`src/rtl/i2c_txn_arbiter.sv`:
```
`default_nettype none
// ----------------------------------------------------------------------------
// i2c_txn_arbiter : round-robin sharing of one i2c_com engine by two requesters
// Rev 1.0
// ----------------------------------------------------------------------------
module i2c_txn_arbiter #(
  parameter int MAX_RETRY      = 3,
  parameter int TIMEOUT_CYCLES = 500000,
  parameter int GAP_CYCLES     = 64
) (
  input  logic        clk_i,
  input  logic        rst_ni,
  input  logic        req0_i,
  input  logic [23:0] data0_i,
  input  logic        req1_i,
  input  logic [23:0] data1_i,
  output logic        gnt0_o,
  output logic        gnt1_o,
  output logic        done0_o,
  output logic        done1_o,
  output logic        err0_o,
  output logic        err1_o,
  output logic        busy_o,
  output logic        eng_start_o,
  output logic [23:0] eng_data_o,
  input  logic        eng_tr_end_i,
  input  logic        eng_ack_i
);

  localparam int RW = (MAX_RETRY > 0) ? $clog2(MAX_RETRY + 1) : 1;
  localparam int TW = $clog2(TIMEOUT_CYCLES + 1);
  localparam int GW = $clog2(GAP_CYCLES + 1);

  typedef enum logic [1:0] {
    IDLE     = 2'd0,
    WAIT_END = 2'd1,
    WAIT_CLR = 2'd2,
    GAP      = 2'd3
  } state_e;

  state_e        state_q;
  logic          tr_meta_q, tr_s_q;
  logic          ack_meta_q, ack_s_q;
  logic          gnt0_q, gnt1_q;
  logic          done0_q, done1_q;
  logic          err0_q, err1_q;
  logic          busy_q;
  logic          eng_start_q;
  logic [23:0]   eng_data_q;
  logic          last_q;
  logic          retry_pend_q;
  logic [RW-1:0] retry_cnt_q;
  logic [TW-1:0] timer_q;
  logic [GW-1:0] gap_q;

  logic          pick1_d;
  logic          timeout_hit;
  logic          retry_ok;
  logic          gap_done;

  // last_q names the port served most recently; on contention the other one wins
  always_comb begin
    pick1_d = req1_i;
    if (req0_i && req1_i) begin
      pick1_d = ~last_q;
    end
  end

  assign timeout_hit = (timer_q == TW'(TIMEOUT_CYCLES - 1));
  assign retry_ok    = (retry_cnt_q < RW'(MAX_RETRY));
  assign gap_done    = (gap_q == GW'(GAP_CYCLES - 1));

  always_ff @(posedge clk_i or negedge rst_ni) begin
    if (!rst_ni) begin
      state_q      <= IDLE;
      tr_meta_q    <= 1'b0;
      tr_s_q       <= 1'b0;
      ack_meta_q   <= 1'b0;
      ack_s_q      <= 1'b0;
      gnt0_q       <= 1'b0;
      gnt1_q       <= 1'b0;
      done0_q      <= 1'b0;
      done1_q      <= 1'b0;
      err0_q       <= 1'b0;
      err1_q       <= 1'b0;
      busy_q       <= 1'b0;
      eng_start_q  <= 1'b0;
      eng_data_q   <= '0;
      last_q       <= 1'b1;
      retry_pend_q <= 1'b0;
      retry_cnt_q  <= '0;
      timer_q      <= '0;
      gap_q        <= '0;
    end else begin
      tr_meta_q  <= eng_tr_end_i;
      tr_s_q     <= tr_meta_q;
      ack_meta_q <= eng_ack_i;
      ack_s_q    <= ack_meta_q;
      done0_q    <= 1'b0;
      done1_q    <= 1'b0;
      err0_q     <= 1'b0;
      err1_q     <= 1'b0;

      case (state_q)
        IDLE: begin
          if (req0_i || req1_i) begin
            gnt0_q       <= ~pick1_d;
            gnt1_q       <= pick1_d;
            last_q       <= pick1_d;
            eng_data_q   <= pick1_d ? data1_i : data0_i;
            eng_start_q  <= 1'b1;
            timer_q      <= '0;
            retry_pend_q <= 1'b0;
            busy_q       <= 1'b1;
            state_q      <= WAIT_END;
          end
        end

        WAIT_END: begin
          timer_q <= timer_q + TW'(1);
          if (tr_s_q) begin
            eng_start_q <= 1'b0;
            state_q     <= WAIT_CLR;
            if (!ack_s_q) begin
              done0_q <= gnt0_q;
              done1_q <= gnt1_q;
            end else if (retry_ok) begin
              retry_cnt_q  <= retry_cnt_q + RW'(1);
              retry_pend_q <= 1'b1;
            end else begin
              err0_q <= gnt0_q;
              err1_q <= gnt1_q;
            end
          end else if (timeout_hit) begin
            eng_start_q  <= 1'b0;
            err0_q       <= gnt0_q;
            err1_q       <= gnt1_q;
            retry_pend_q <= 1'b0;
            gap_q        <= '0;
            state_q      <= GAP;
          end
        end

        WAIT_CLR: begin
          timer_q <= timer_q + TW'(1);
          if (!tr_s_q) begin
            gap_q   <= '0;
            state_q <= GAP;
          end else if (timeout_hit) begin
            // Only a pending retry is still unreported; an ACKed or failed frame already pulsed
            err0_q       <= gnt0_q & retry_pend_q;
            err1_q       <= gnt1_q & retry_pend_q;
            retry_pend_q <= 1'b0;
            gap_q        <= '0;
            state_q      <= GAP;
          end
        end

        GAP: begin
          if (gap_done) begin
            if (retry_pend_q) begin
              eng_start_q  <= 1'b1;
              timer_q      <= '0;
              retry_pend_q <= 1'b0;
              state_q      <= WAIT_END;
            end else begin
              gnt0_q      <= 1'b0;
              gnt1_q      <= 1'b0;
              retry_cnt_q <= '0;
              busy_q      <= 1'b0;
              state_q     <= IDLE;
            end
          end else begin
            gap_q <= gap_q + GW'(1);
          end
        end

        default: state_q <= IDLE;
      endcase
    end
  end

  assign gnt0_o      = gnt0_q;
  assign gnt1_o      = gnt1_q;
  assign done0_o     = done0_q;
  assign done1_o     = done1_q;
  assign err0_o      = err0_q;
  assign err1_o      = err1_q;
  assign busy_o      = busy_q;
  assign eng_start_o = eng_start_q;
  assign eng_data_o  = eng_data_q;

endmodule
`default_nettype wire
```
`config.mk`:
```
export PLATFORM = sky130hd
export DESIGN_NAME = i2c_txn_arbiter
export DESIGN_NICKNAME = d
export VERILOG_FILES = /design/src/rtl/i2c_txn_arbiter.sv
export SDC_FILE = /design/constraint.sdc
export NUM_CORES = 1
export LEC_CHECK = 0
export BUFFER_PORTS_ARGS = -buffer_cell sky130_fd_sc_hd__buf_2
export CORE_ASPECT_RATIO = 0.75
export CORE_MARGIN = 2
export CORE_UTILIZATION = 40
export DETAILED_ROUTE_END_ITERATION = 10
export SLEW_MARGIN = 20
export SYNTH_ARGS = -nofsm -noshare
export SYNTH_HDL_FRONTEND = slang
export SYNTH_SLANG_ARGS = --single-unit
```
`constraint.sdc`:
```
create_clock -name clk_i -period 3.6 [get_ports clk_i]
set_input_delay 0.54 -clock clk_i [delete_from_list [all_inputs] [get_ports clk_i]]
set_output_delay 0.54 -clock clk_i [all_outputs]
set_load 0.1 [all_outputs]
```
==> run metrics, run 1 <==
initial antenna violation count=0; via count=2,972; Yosys top cell by area=dfrtp_1; layout cells sized above 1=25.06%; DP Worst Slack=0.8601 ns; initial DRC count=203; port bufs=85; Pleak=2.059 nW; CP required=3.86 ns; final-report hold violation count=0; period utilization=75.17%; top cells by count, synth=67 x dfrtp_1, 44 x nand2_1, 41 x o21ai_0, 26 x mux2i_1; IO Pins=86; Area contributors post-synth=dfrtp_1 48%, mux2i_1 7.5%, o21ai_0 5.9%; CTS Root Cell=clkbuf_16; cell area after synthesis=3462 sq um; most common cell in the netlist=dfrtp_1; Clock Skew=0.004338 ns; vias per cell=5.433; DRC viols=0; drt pass-1 iters=4; Initial Util=41.13%; syn avg cell area=9.835 sq um; Die ar.=9423 sq um; CTS tree=yes; register bit total from synthesis=68; TNS Setup=0 ns; FF/Latch Area=1703 sq um; Worst Path Max Fanout=17; global route overflow=0; Synth top area share=48.43%; distinct cell type count after synthesis=47; Synth Flop Type=dfrtp_1; critical path type=register to register; first-pass GRT wire length=14.07 mm; min Tclk post-route=2.706 ns; setup violators final=0; synthesis warning total=0; worst reg2reg path depth=6; cell count after synthesis=352; Max-Slew Margin vs Limit=29.73%; number of global-route vias before repair=2,784; Multi-input gate area=1675 sq um; core box area=8418 sq um; syn nets=415; register area share after synthesis=49.19%; status=complete, no violations; Die Width=111.4 um; fmax=369.5 MHz; post-cts sizing count=0; FFs w/ async S/R, synth=100.0%; # H-tree levels=3; Sink Count=68; Final Net Count=497; unrepaired setup endpoints after global routing=no; routed wire length=8.310 mm; WL/cell=15.19 um; gr usage total=18.54%; largest net degree at the start of global routing=50; power per cell area=422.3 nW/um^2; post-DP HPWL=5.965 mm; Worst-Skew Late Latency=0.33 ns; Worst Max-Slew Pin Slew=1.051 ns; CTS clk-pin slew, worst paths=0.05 ns; Die Y=84.57 um; # fillers=808; Row Count=29; post-layout instance area=4314 sq um; Post-synth EDFFs=0; clk buf depth=2; max-cap viol count=0; Hold Crit Class=input port to asynchronous set/reset pin; Final Wtd Congestion=0.8216; Post-CTS Hold Fix Bufs=0; Worst VDD drop=0.0002989 V; placed inst area=3995 sq um; antenna viol nets, final=0; critical path arrival=2.96 ns; Critical Path End Type=register; synthesis-to-layout area growth=24.61%; CTS Buf Count=9; # Post-CTS Setup Buffers=0; Final WS setup=0.8937 ns; Diodes inserted=0; CP Launch Type=register; Pins Over Slew Limit=0
worst max-delay path: stages, from the launching register on:
cell	delay [ns]
dfrtp_1	0.39
inv_1	0.11
ha_1	0.56
inv_1	0.28
or3_1	0.69
or4_1	0.48
o21ai_1	0.12
logic make-up after synthesis:
group           synth area share (%)
fa+ha+maj                      3.253
simple gates                   16.01
xor+xnor                      0.2530
compound gates                 20.93
mux                            7.517
flops                          49.19
buf+inv                        2.855
layer usage:
metal / GRT usage, % / part of all wire (%)
met5: 0 / 0
met1: 27.30 / 49
met2: 26.55 / 43
met4: 5.051 / 1.0
met3: 5.632 / 6.9
registers in the layout (all words and copies together), names as in the netlist:
register and count:
ack_meta_q 1, ack_s_q 1, busy_o 1, done0_o 1
done1_o 1, eng_data_o 24, eng_start_o 1, err0_o 1
err1_o 1, gap_q 7, gnt0_o 1, gnt1_o 1
last_q 1, retry_cnt_q 2, retry_pend_q 1, state_q 2
timer_q 19, tr_meta_q 1, tr_s_q 1
power breakdown:
group / internal (W) / total, W / switching, W / leakage, nW
combinational: 0.0000455 / 0.0000948 / 0.0000494 / 1.06
sequential: 0.000777 / 0.000791 / 0.0000140 / 0.843
clock: 0.000624 / 0.000936 / 0.000312 / 0.153
total: 0.00145 / 0.00182 / 0.000376 / 2.06
through the flow:
| stage | utilization [%] | hold slack [ns] | total power (W) | cells |
|---|---|---|---|---|
| floorplan | - | 0.2444 | 0.0008415 | 352 |
| global placement | 47.46 | 0.3346 | 0.0008981 | 531 |
| detailed placement | 47.46 | 0.3412 | 0.0009002 | 531 |
| CTS | 51.25 | 0.07481 | 0.001851 | 547 |
| global route | 51.25 | 0.08719 | 0.001900 | 547 |
| finish | 51.25 | 0.07775 | 0.001822 | 547 |
path summary, 6_finish.rpt:
| kind | from | end | slack [ns] |
|---|---|---|---|
| hold reg to reg | ack_meta_q | ack_s_q | 0.35 |
| max in group asynchronous | rst_ni | gap_q[4] | 2.73 |
| hold / removal | rst_ni | retry_cnt_q[1] | 0.08 |
| min in group clk_i | eng_tr_end_i | tr_meta_q | 0.32 |
| setup / recovery | state_q[1] | timer_q[17] | 0.89 |
| setup reg to reg | state_q[1] | timer_q[17] | 0.89 |
cell type report:
cell class | instances | area share [%]
Timing Repair Buffer | 89 | 10.56
Sequential cell | 68 | 39.47
Clock inverter | 4 | 1.682
Multi-Input combinational cell | 259 | 38.83
Inverter | 7 | 0.6090
Clock buffer | 12 | 5.713
Tap cell | 108 | 3.132
cells in the final DEF (no fill, tap or decap), types with 3 or more instances in the layout:
cell        n
buf_2      85
dfrtp_1    67
nand2_1    44
o21ai_0    40
mux2i_1    26
o31ai_1    12
a21oi_1    11
nand3_1    11
o21ai_1    11
nor2_1     10
ha_1        9
clkbuf_16   9
and3_1      8
inv_1       7
a31oi_1     7
a22o_1      5
nor3_1      5
o2bb2ai_1   5
o21a_1      4
buf_4       4
nor2b_1     3
nor3b_1     3
and4_1      3
or3_1       3
and2_1      3
nand4_1     3
or4_1       3
o41ai_1     3
a21o_1      3
(Power assumes the default switching activity.)
==> run 2, diff against run 1 <==
==> constraint.sdc (replaced) <==
create_clock -name clk_i -period 2.7 [get_ports clk_i]
set_input_delay 0.405 -clock clk_i [delete_from_list [all_inputs] [get_ports clk_i]]
set_output_delay 0.405 -clock clk_i [all_outputs]
set_load 0.1 [all_outputs]
==> run 2 against run 1 <==
Against the previous run: via count shrank 0.10%; highest routed layer unchanged; clock skew grew 0.0010 ns; register-to-register slack lost 0.47 ns; non-clock buffer count grew 5; critical endpoint unchanged; clock power grew 24%; design area grew 0.55%; first-iteration DRC count shrank 14%; setup slack lost 0.47 ns.
==> run metrics, run 2 (same netlist as run 1, synthesis figures left out) <==
Post-CTS Hold Fix Bufs=0; initial DRC count=175; Max-Slew Margin vs Limit=52.15%; DRC viols=0; CTS tree=yes; fin util=51.53%; WL/cell=15.56 um; CTS clk-pin slew, worst paths=0.06 ns; first-pass GRT wire length=14.64 mm; port bufs=85; M1 GR Usage=28.84%; core box area=8418 sq um; CTS Buf Count=9; Worst VDD drop=0.0002981 V; CTS Root Cell=clkbuf_16; Hold Crit Class=input port to asynchronous set/reset pin; Diodes inserted=0; status=complete, no violations; CP Launch Type=register; commonest non-fill, non-tap cell in the layout=buf_2; antenna viol nets, final=0; vias per cell=5.388; largest net degree at the start of global routing=50; initial antenna violation count=0; min Tclk post-route=2.278 ns; TNS Setup=0 ns; critical path arrival=2.54 ns; power per cell area=539.9 nW/um^2; Row Count=29; Sink Count=68; Pins Over Slew Limit=0; Initial Util=41.13%; Worst Path Max Fanout=7; IO Pins=86; synthesis-to-layout area growth=25.30%; setup violators final=0; Die ar.=9423 sq um; via count=2,969; # H-tree levels=3; number of global-route vias before repair=2,890; post-cts sizing count=0; GR peak layer=met1; Die Width=111.4 um; unrepaired setup endpoints after global routing=no; gr usage total=19.43%; final-report hold violation count=0; CP required=2.96 ns; # fillers=781; max reg flops=24; Final Net Count=502; post-DP HPWL=6.035 mm; Pleak=2.072 nW; fmax=439.0 MHz; period utilization=84.36%; global route overflow=0; Critical Path End Type=register; Final Wtd Congestion=0.8072; critical path type=register to register; Worst Max-Slew Pin Slew=0.7122 ns; met3 usage=6.859%; Die Y=84.57 um; # Post-CTS Setup Buffers=0; GRT met2 Usage=27.27%; drt pass-1 iters=4; max-cap viol count=0; clk buf depth=2; routed wire length=8.571 mm; Worst-Skew Late Latency=0.33 ns; layout cells sized above 1=25.96%; Clock Skew=0.005376 ns; commonest cells after routing, fill and taps aside=85 x buf_2, 67 x dfrtp_1, 44 x nand2_1
[run 2: changes by cell type in the layout (fill, tap and decap cells not counted)]
cell | before | now
buf_12 | 0 | 1
buf_4 | 4 | 8
bufinv_16 | 2 | 1
clkbuf_1 | 2 | 1
clkinvlp_4 | 1 | 2
[run 2: layout make-up]
type	instances	area, sq um	share of cell area (%)
repair buffers	94	505.5	11.65
well taps	108	135.1	3.115
clock buffers	11	242.7	5.596
clock inverters	4	50.05	1.154
inverters	7	26.28	0.6057
multi-input cells	259	1675	38.62
flip-flops and latches	68	1703	39.26
[run 2: where the power goes]
part           switching (W)  leakage [nW]  internal (W)
Clock               0.000426         0.138      0.000733
Sequential         0.0000193         0.843       0.00104
Combinational      0.0000669          1.09     0.0000621
Total               0.000512          2.07       0.00183
[run 2: worst max-delay path: stages, from the launching register on]
cell and delay (ns):
dfrtp_1 0.41, ha_1 0.22, nand3_2 0.13, o41a_1 0.44, or3_1 0.44, or4_1 0.43, o21ai_1 0.13
[run 2: final timing paths]
check / endpoint / start / slack [ns] / cells past startpoint
min reg2reg: tr_s_q / tr_meta_q / 0.35 / 0
min in group clk_i: tr_meta_q / eng_tr_end_i / 0.17 / 1
max reg2reg: timer_q[17] / gap_q[0] / 0.42 / 6
max in group asynchronous: timer_q[9] / rst_ni / 1.95 / 2
max: timer_q[17] / gap_q[0] / 0.42 / 6
min: gnt1_o / rst_ni / 0.1 / 1
[run 2: stage by stage]
stage          instance area [sq um]  total power (W)  setup slack, ns  hold WS (ns)  std cells
6_report                        4338         0.002342           0.4223       0.09609        551
2_1_floorplan                   3462         0.001122           0.5708        0.1094        352
3_5_place_dp                    4045         0.001203           0.4296        0.3393        536
4_1_cts                         4338         0.002374           0.4064        0.1012        551
3_3_place_gp                    4045         0.001200           0.4678        0.3342        536
5_1_grt                         4338         0.002438           0.1939        0.1420        551
[run 2: routing by layer]
metal	vias up	share of wire [%]
met4	0	0.97
li1	1474	-
met5	-	0
met3	8	7.0
met1	1391	50
met2	96	41
==> run 3, diff against run 2 <==
==> constraint.sdc (replaced) <==
create_clock -name clk_i -period 2.4 [get_ports clk_i]
set_input_delay 0.36 -clock clk_i [delete_from_list [all_inputs] [get_ports clk_i]]
set_output_delay 0.36 -clock clk_i [all_outputs]
set_load 0.1 [all_outputs]
==> run 3 against run 2 <==
Against the previous run: via count rose by 0.84%; largest cell class unchanged; cell count up 0.73%; fmax up 1.3%; largest power group unchanged; clock skew grew 0.0032 ns; core utilization is 0.40 points higher; setup slack got worse by 0.27 ns; sequential power increased by 13%.
==> run metrics, run 3 (same netlist as run 1, synthesis figures left out) <==
Pins Over Slew Limit=0; TNS Setup=0 ns; unrepaired setup endpoints after global routing=no; port bufs=85; post-DP HPWL=5.973 mm; final-report hold violation count=0; antenna viol nets, final=0; IO Pins=86; # fillers=766; critical path type=register to register; synthesis-to-layout area growth=26.27%; gr usage total=18.63%; drt pass-1 iters=4; DRC viols=0; Worst Max-Slew Pin Slew=0.6543 ns; core box area=8418 sq um; initial antenna violation count=0; Critical Path End Type=register; # Post-CTS Setup Buffers=0; Row Count=29; vias per cell=5.395; routed wire length=8.226 mm; period utilization=93.73%; Multi-input gate area=1683 sq um; Final Net Count=505; CTS Root Cell=clkbuf_16; Worst-Skew Late Latency=0.33 ns; commonest non-fill, non-tap cell in the layout=buf_2; via count=2,994; CP required=2.66 ns; Diodes inserted=0; Die Y=84.57 um; Die Width=111.4 um; power per cell area=602.5 nW/um^2; worst stage delay on the critical path=0.44 ns; crit path buf inv count=0; fin util=51.93%; Die ar.=9423 sq um; critical path arrival=2.51 ns; CTS clk-pin slew, worst paths=0.06 ns; Worst VDD drop=0.0003753 V; # H-tree levels=3; CTS tree=yes; first-pass GRT wire length=14.14 mm; Initial Util=41.13%; largest net degree at the start of global routing=45; Final Power=0.002634 W; global route overflow=0; layout cells sized above 1=26.62%; Worst Path Max Fanout=7; commonest cells after routing, fill and taps aside=85 x buf_2, 67 x dfrtp_1, 44 x nand2_1; min Tclk post-route=2.249 ns; initial DRC count=159; CTS Buf Count=9; Final Wtd Congestion=0.7851; setup violators final=0; Sink Count=68; clk buf depth=2; Pleak=2.089 nW; CP Launch Type=register; CP cell instances=ha_1, nand3_2, o41a_1, or3_1, or4_1, o21ai_1; WL/cell=14.82 um; Clock Skew=0.008565 ns; crit path max-delay cell type=o41a_1; number of global-route vias before repair=2,918; status=complete, no violations; Max-Slew Margin vs Limit=56.21%; fmax=444.6 MHz; FF/Latch Area=1703 sq um; max reg flops=24; max-cap viol count=0; Hold Crit Class=input port to asynchronous set/reset pin; CP delay by family, top=simple AND/OR/NAND/NOR gates
-- run 3: path summary, 6_finish.rpt --
kind | cells after the start | start | slack (ns) | endpoint
min in group clk_i | 1 | eng_tr_end_i | 0.14 | tr_meta_q
max reg2reg | 6 | gap_q[0] | 0.15 | timer_q[17]
min | 1 | rst_ni | 0.05 | ack_meta_q
min reg2reg | 0 | ack_meta_q | 0.36 | ack_s_q
max in group asynchronous | 2 | rst_ni | 1.70 | timer_q[7]
max | 6 | gap_q[0] | 0.15 | timer_q[17]
-- run 3: area by class of cell --
type,count,share of cell area (%)
sequential,68,38.95
multi-input combinational,259,38.49
timing repair buffer,97,12.08
clock buffer,12,5.638
tap,108,3.091
clock inverter,4,1.145
inverter,7,0.6010
-- run 3: report_power, final --
group	internal, W	leakage (nW)	switching, W
Sequential	0.00116	0.843	0.0000210
Clock	0.000831	0.139	0.000473
Combinational	0.0000697	1.11	0.0000745
-- run 3: per-stage QoR --
step           hold WS, ns  setup slack, ns  cells  instance area [sq um]
3_5_place_dp        0.3471           0.1418    539                   4068
4_1_cts            0.04986           0.1520    555                   4364
2_1_floorplan      0.06441           0.2708    352                   3462
3_3_place_gp        0.3345           0.1700    539                   4068
6_report           0.04891           0.1505    555                   4372
5_1_grt            0.08881          0.02957    555                   4372
-- run 3: layer usage --
layer  vias up  part of all wire (%)  GRT usage, %
met4         0                  0.33         6.734
li1       1482                     -             -
met5         -                     0             0
met2        80                    42         26.39
met3         2                   5.9         5.343
met1      1430                    52         27.24
-- run 3: worst reg2reg max path, stage by stage (launching register included) --
cell	delay (ns)
dfrtp_1	0.40
ha_1	0.23
nand3_2	0.14
o41a_1	0.44
or3_1	0.44
or4_1	0.43
o21ai_1	0.12
-- run 3: timing repair --
action | 4_1_cts | 5_1_grt
endpoints found under the setup margin | 0 | 19
resized for setup | 0 | 1
hold buffers | 0 | 0
